**config.mk**
```make
export PLATFORM = sky130hd
export DESIGN_NAME = pipe_ctrl
export DESIGN_NICKNAME = d
export VERILOG_FILES = /design/src/rtl/pipe_ctrl.sv
export SDC_FILE = /design/constraint.sdc
export NUM_CORES = 1
export LEC_CHECK = 0
export ABC_AREA = 1
export CAP_MARGIN = 30
export CORE_UTILIZATION = 50
export CTS_CLUSTER_SIZE = 30
export DETAILED_ROUTE_END_ITERATION = 10
export HOLD_SLACK_MARGIN = 0.05
export PLACE_DENSITY = 0.8
export SLEW_MARGIN = 25
export SYNTH_ARGS = -nofsm -noshare
export SYNTH_HDL_FRONTEND = slang
export SYNTH_SLANG_ARGS = --single-unit
```
**constraint.sdc**
```tcl
create_clock -name clk -period 2.7 [get_ports clk]
set_input_delay 0.54 -clock clk [delete_from_list [all_inputs] [get_ports clk]]
set_output_delay 0.54 -clock clk [all_outputs]
set_load 0.02 [all_outputs]
```
**src/rtl/pipe_ctrl.sv**
```systemverilog
// -----------------------------------------------------------------------------
// pipe_ctrl -- hazard, branch and halt controller for a short in-order pipeline
// (IF -> IF_ID -> DEC -> DEC_ALU -> ALU -> ALU_MEM -> MEM -> MEM_WB -> WB).
//
// A three-entry scoreboard mirrors the destination registers held in DEC_ALU,
// ALU_MEM and MEM_WB. The controller stalls decode on a read-after-write hit
// against any valid entry and redirects the PC on a resolved branch. On a halt
// request it discards the decode instruction and waits until the scoreboard
// has emptied before it reports halted.
//
// Ports
//   clk            : clock, rising edge
//   resetIn        : synchronous active-high reset
//   decRead1/2     : decode source register addresses
//   decUse1/2      : decode source actually read
//   decWrite       : decode destination register
//   decWriteEnable : decode destination is written
//   branchTaken    : resolved jump from the ALU stage (same cycle)
//   branchTarget   : jump address
//   haltReq        : level request to drain and stop
//   pcEnable       : PC advances
//   pcSelect       : PC loads pcJump instead of the sequential address
//   pcJump         : jump address towards the PC
//   ifidEnable     : IF_ID captures a new instruction
//   ifidFlush      : IF_ID is invalidated
//   decAluBubble   : DEC_ALU captures a NOP instead of the decode outputs
//   halted         : controller has stopped
//   state          : current controller state
//   stallCnt       : saturating count of hazard stalls
//   flushCnt       : saturating count of branch flushes
// -----------------------------------------------------------------------------
module pipe_ctrl (
  input  logic       clk,
  input  logic       resetIn,
  input  logic [4:0] decRead1,
  input  logic [4:0] decRead2,
  input  logic       decUse1,
  input  logic       decUse2,
  input  logic [4:0] decWrite,
  input  logic       decWriteEnable,
  input  logic       branchTaken,
  input  logic [5:0] branchTarget,
  input  logic       haltReq,
  output logic       pcEnable,
  output logic       pcSelect,
  output logic [5:0] pcJump,
  output logic       ifidEnable,
  output logic       ifidFlush,
  output logic       decAluBubble,
  output logic       halted,
  output logic [2:0] state,
  output logic [7:0] stallCnt,
  output logic [7:0] flushCnt
);

  typedef enum logic [2:0] {
    S_IDLE   = 3'd0,
    S_RUN    = 3'd1,
    S_STALL  = 3'd2,
    S_FLUSH  = 3'd3,
    S_DRAIN  = 3'd4,
    S_HALTED = 3'd5
  } state_e;

  state_e     state_q, state_d;

  // Scoreboard: entry 0 = DEC_ALU, 1 = ALU_MEM, 2 = MEM_WB
  logic       sb0_v_q, sb1_v_q, sb2_v_q;
  logic [4:0] sb0_a_q, sb1_a_q, sb2_a_q;
  logic       sb0_v_d;

  logic [7:0] stall_cnt_q, stall_cnt_d;
  logic [7:0] flush_cnt_q, flush_cnt_d;

  logic       hazard_s;
  logic       sb_empty_s;
  logic       stall_inc_s;
  logic       flush_inc_s;

  // True when a used, non-x0 source matches any valid in-flight destination.
  function automatic logic src_hit(
    input logic       use_i,
    input logic [4:0] addr_i,
    input logic       v0_i,
    input logic [4:0] a0_i,
    input logic       v1_i,
    input logic [4:0] a1_i,
    input logic       v2_i,
    input logic [4:0] a2_i
  );
    return use_i && (addr_i != 5'd0) &&
           ((v0_i && (a0_i == addr_i)) ||
            (v1_i && (a1_i == addr_i)) ||
            (v2_i && (a2_i == addr_i)));
  endfunction

  // Increment that sticks at the top value instead of wrapping.
  function automatic logic [7:0] sat_inc(input logic [7:0] val_i);
    return (val_i == 8'hFF) ? 8'hFF : (val_i + 8'd1);
  endfunction

  assign hazard_s =
    src_hit(decUse1, decRead1, sb0_v_q, sb0_a_q, sb1_v_q, sb1_a_q, sb2_v_q, sb2_a_q) ||
    src_hit(decUse2, decRead2, sb0_v_q, sb0_a_q, sb1_v_q, sb1_a_q, sb2_v_q, sb2_a_q);

  assign sb_empty_s = !sb0_v_q && !sb1_v_q && !sb2_v_q;

  // Next-state and pipeline control; reset forces the IDLE output values.
  always_comb begin
    state_d      = state_q;
    pcEnable     = 1'b1;
    ifidEnable   = 1'b1;
    pcSelect     = 1'b0;
    pcJump       = 6'd0;
    ifidFlush    = 1'b0;
    decAluBubble = 1'b0;
    halted       = 1'b0;
    stall_inc_s  = 1'b0;
    flush_inc_s  = 1'b0;

    if (resetIn) begin
      pcEnable     = 1'b0;
      ifidEnable   = 1'b0;
      decAluBubble = 1'b1;
      state_d      = S_IDLE;
    end else begin
      case (state_q)
        S_IDLE: begin
          pcEnable     = 1'b0;
          ifidEnable   = 1'b0;
          decAluBubble = 1'b1;
          state_d      = S_RUN;
        end
        S_RUN, S_STALL, S_FLUSH: begin
          // In FLUSH the ALU stage holds a bubble, so its branch flag is stale.
          if (branchTaken && (state_q != S_FLUSH)) begin
            pcSelect     = 1'b1;
            pcJump       = branchTarget;
            ifidFlush    = 1'b1;
            decAluBubble = 1'b1;
            flush_inc_s  = 1'b1;
            state_d      = S_FLUSH;
          end else if (hazard_s) begin
            pcEnable     = 1'b0;
            ifidEnable   = 1'b0;
            decAluBubble = 1'b1;
            stall_inc_s  = 1'b1;
            state_d      = S_STALL;
          end else if (haltReq) begin
            // The decode instruction is dropped; fetch resumes after reset.
            pcEnable     = 1'b0;
            ifidEnable   = 1'b0;
            decAluBubble = 1'b1;
            state_d      = S_DRAIN;
          end else begin
            state_d      = S_RUN;
          end
        end
        S_DRAIN: begin
          pcEnable     = 1'b0;
          ifidEnable   = 1'b0;
          decAluBubble = 1'b1;
          if (sb_empty_s) begin
            state_d = S_HALTED;
          end else begin
            state_d = S_DRAIN;
          end
        end
        S_HALTED: begin
          pcEnable     = 1'b0;
          ifidEnable   = 1'b0;
          decAluBubble = 1'b1;
          halted       = 1'b1;
          state_d      = S_HALTED;
        end
        default: begin
          // Unused encodings fall back to IDLE with the pipeline frozen.
          pcEnable     = 1'b0;
          ifidEnable   = 1'b0;
          decAluBubble = 1'b1;
          state_d      = S_IDLE;
        end
      endcase
    end
  end

  // Entry written into DEC_ALU: writes to x0 never create a dependency.
  always_comb begin
    sb0_v_d = !decAluBubble && decWriteEnable && (decWrite != 5'd0);
  end

  // Saturating counter next values.
  always_comb begin
    stall_cnt_d = stall_inc_s ? sat_inc(stall_cnt_q) : stall_cnt_q;
    flush_cnt_d = flush_inc_s ? sat_inc(flush_cnt_q) : flush_cnt_q;
  end

  // State register.
  always_ff @(posedge clk) begin
    if (resetIn) begin
      state_q <= S_IDLE;
    end else begin
      state_q <= state_d;
    end
  end

  // Scoreboard shift register tracking destinations in flight.
  always_ff @(posedge clk) begin
    if (resetIn) begin
      sb0_v_q <= 1'b0;
      sb1_v_q <= 1'b0;
      sb2_v_q <= 1'b0;
      sb0_a_q <= 5'd0;
      sb1_a_q <= 5'd0;
      sb2_a_q <= 5'd0;
    end else begin
      sb2_v_q <= sb1_v_q;
      sb2_a_q <= sb1_a_q;
      sb1_v_q <= sb0_v_q;
      sb1_a_q <= sb0_a_q;
      sb0_v_q <= sb0_v_d;
      sb0_a_q <= decWrite;
    end
  end

  // Stall and flush event counters.
  always_ff @(posedge clk) begin
    if (resetIn) begin
      stall_cnt_q <= 8'd0;
      flush_cnt_q <= 8'd0;
    end else begin
      stall_cnt_q <= stall_cnt_d;
      flush_cnt_q <= flush_cnt_d;
    end
  end

  assign state    = state_q;
  assign stallCnt = stall_cnt_q;
  assign flushCnt = flush_cnt_q;

endmodule

```
==> results list <==
- The share of synthesized area in the top cell type comes to 33.6%.
- In this run the most critical hold path is launched from sb0_v_q$_SDFF_PP0_.
- After detailed routing, the number of remaining DRC violations is 0.
- Total wire length after detailed routing: slightly below 6000 um
- Number of levels in the clock H-tree: 2
- At the end of routability-driven placement, the weighted congestion stood at 1.00.
- The biggest area contributor in the post-synthesis netlist is dfxtp_1.
- Entering global routing, the biggest net connects 36 pins.
- Counting along the longest clock path gives a buffer depth of 2.
- Summing all non-filler instances in the final layout gives an area of 0.00307 mm2.
* # Max-Cap Violations: 0
* Startpoint of the worst register-to-register path: flushCnt[0]$_SDFFE_PP0P_
- Number of buffer cells added on primary ports: 58
- For this configuration, the core starts out at a cell density of 53.5%.
* Cells traversed along the worst timing path: clkdlybuf4s50_1, buf_4, nor2_1, clkdlybuf4s50_1
* Register area share after synthesis: 33.6%
* Worst IR drop on VDD: 0.306 mV
- Vias post-DR: 2344
* Number of global-route vias before repair: approximately 2200
* Root Buffer: clkbuf_8
- For this run, the post-layout net count is between 400 and 500.
* Power density over the cells: 456 mW/mm2
* Register-to-register path setup slack: 900 ps
* Number of antenna violations at the first check in global routing: 0
* Worst setup skew after layout: 7.03 ps
- First drt pass iteration count: 4
* Hold path cells: 2
* Final non-filler cell total: 475
- Mean area per synthesized cell: 6.22 um2
- The multi-input combinational cells in the finished layout cover a total of 0.00119 mm2.
- The min-delay analysis places its worst path in the category reg2reg.
- The number of pins exceeding their max-slew limit in the final report came to 0.
- Core region area: approximately 0.0041 mm2
- DRC violation total after the first TritonRoute iteration: 103
- For this run, the top clock speed supported by timing is ~0.39 GHz.
- CTS clock-pin slew for the worst setup and hold paths: 70 ps
- After detailed placement, the total cell area comes to 0.00289 mm2.
* Critical path peak fanout: 35
- Number of enable-type register cells in the synthesized netlist: 0
* Crit path buffers/inverters: 3
- Die Y-Extent: 68.4 um
- Clock period minus worst slack: approximately 2600 ps
- Yosys mapped the design onto 34 distinct sky130hd cell types.
* Share of post-route cells with drive strength above 1: 12.0%
* Clock Latency Late Sink: 290 ps
- The flow ran to the end, and the final reports show no timing, DRC or antenna violations.
- Remaining antenna violation count after routing: 0
- Summed over all cells, the static leakage comes to roughly 1.6 nW.
- Setup violations remaining at the end of the flow were counted as 0.
- TritonCTS built the clock tree.
- Cell class contributing the biggest share of worst-path delay: buffers and inverters
- On the worst path, the slowest cell contributes a delay of 550 ps.
- For the worst flop-to-flop path, the logic depth is 7.
* Crit path depth: 4
- Relative to the synthesized area, the layout overhead comes to 39.4%.
* Number of inserted filler cells in the final layout: 344
- Number of antenna repair diodes: 0
* Worst Max-Slew Pin Slew: 402 ps
* Post-CTS Hold Fix Bufs: 0
* Overall Global Routing Usage: 26.4%
- Main synth FF type: dfxtp_1
- Count of boundary I/O pins: 59
- The number of nets in the synthesized netlist is 384.
- Most common cell in the synthesized netlist: nand2_1
- On the critical path, the stage with the largest delay is an instance of clkdlybuf4s50_1.
* Die Width: 68.4 um
- Final critical-path share of the clock period: 94.5%
- Critical Path Start Type: primary input
* Worst slew slack as a fraction of its limit: between 70% and 80%
- Warnings, synthesis: 0
- Hold Vio Cnt, Final: 0
* Terminating pin of the worst hold path: sb1_v_q$_SDFF_PP0_
- The die covers 0.00468 mm2.
* Worst path arrival time: between 2000 and 2500 ps
- After detailed routing, the average wire length per cell comes to 12.4 um.
- Number of sinks driven by the clock tree: 37
- Top area cells in the synthesized netlist: dfxtp_1, nand2_1, nor2_1, inv_1, nand3_1
- By startpoint and endpoint, the worst setup path is classified as in2out.
- Data required, critical path: ~2200 ps
- Row generation in the floorplan step produced 23 rows.
- STA classifies the critical path endpoint as an output pin.
* Setup repair after global routing missed its margin: no
* Dpl cells: between 400 and 500
- Dividing the detail-routed via count by the number of cells gives 4.93.
- Flops & latches, synth: 37
- Cells fill 74.6% of the core in the end.
- FFs w/ async S/R, synth: 0%
- Total congestion overflow: 0
* CTS buffer count: 5
* Netlist area before placement: 0.00220 mm2
- Worst flop-to-flop path endpoint: flushCnt[1]$_SDFFE_PP0P_
- Detailed placement finished with a half-perimeter wire length of 4370 um.
* Register cell area after layout: 741 um2
- Counting every instance in the synthesized netlist gives about 350.
- Global-route wire length before repair: 9110 um
* Critical path's most frequent cell: clkdlybuf4s50_1
- Sorting the synthesized cells by how often they occur yields nand2_1, nor2_1, inv_1, dfxtp_1, nand3_1.
[timing repair]
| item | in CTS | in global routing |
|---|---|---|
| resized for setup | 13 | 24 |
| hold endpoints to repair | 0 | 0 |
| endpoints found under the setup margin | 3 | 9 |
| pin swaps | 0 | 2 |
| setup buffers | 0 | 1 |
[worst max path at each step]
| stage | startpoint | end | slack (ps) |
|---|---|---|---|
| floorplan | decRead1[0] | pcEnable | 370 |
| global placement | decRead1[3] | pcEnable | -420 |
| detailed placement | decRead2[3] | ifidEnable | -430 |
| CTS | decRead2[3] | ifidEnable | 20 |
| global route | resetIn | halted | 90 |
| finish | resetIn | halted | 150 |
[through the flow]
| step | power [mW] | setup slack, ps | setup TNS [ps] | hold WS (ps) |
|---|---|---|---|---|
| 3_3_place_gp | 0.835 | -423 | -1240 | 443 |
| 6_report | 1.40 | 150 | 0 | 465 |
| 5_1_grt | 1.46 | 93.4 | 0 | 494 |
| 3_5_place_dp | 0.837 | -425 | -1220 | 453 |
| 2_1_floorplan | 0.728 | 373 | 0 | 426 |
| 4_1_cts | 1.39 | 20.3 | 0 | 462 |
[power breakdown]
| group | internal (mW) | leakage (nW) | total (mW) | switching (mW) |
|---|---|---|---|---|
| clock network | 0.367 | 0.0681 | 0.568 | 0.200 |
| logic | 0.113 | 1.19 | 0.254 | 0.141 |
| registers | 0.562 | 0.301 | 0.580 | 0.0180 |
| total | 1.04 | 1.56 | 1.40 | 0.360 |
[cells in the final DEF, fill, tap and decap left out, types with 10 or more instances in the layout]
cell              n
dfxtp_1          37
buf_4            12
inv_2            10
clkdlybuf4s50_1  39
inv_1            51
o21ai_0          13
a21oi_1          13
nand3_1          25
nor2_1           56
dlymetal6s2s_1   15
nand2_1          95
[routing by layer]
layer | track usage (%) | part of all wire (%) | vias up
met3 | 6.33 | 4.5 | 10
met5 | 0 | 0 | -
li1 | - | - | 1233
met1 | 29.7 | 46 | 1042
met2 | 47.5 | 48 | 59
met4 | 9.64 | 1.6 | 0
[kinds of logic (layout without fill, tap and decap cells)]
group,after synthesis,after routing,share of synthesized area (%)
fa+ha+maj,2,2,1.14
buf+inv,69,140,12.6
compound gates,33,33,8.06
simple gates,209,209,43.0
xor+xnor,4,4,1.59
flops,37,37,33.6
[cell type report]
cell class | instances | share of cell area, %
multi-input cells | 248 | 38.9
clock inverters | 3 | 2.12
flip-flops and latches | 37 | 24.1
repair buffers | 70 | 22.9
inverters | 62 | 7.66
well taps | 50 | 2.04
clock buffers | 5 | 2.24
[worst reg2reg max path, stage by stage, from the launching register on]
cell	delay, ps
dfxtp_1	410
ha_1	200
inv_1	50
nor3_1	320
inv_1	120
nor4_1	330
o21ai_0	160
a21oi_1	140
[sequential cells by signal (all words and copies together), names as in the netlist]
signal	cells
sb2_v_q	1
sb0_a_q	5
flushCnt	8
state	3
sb1_a_q	5
sb2_a_q	5
sb1_v_q	1
sb0_v_q	1
stallCnt	8
(Power assumes the default switching activity.)
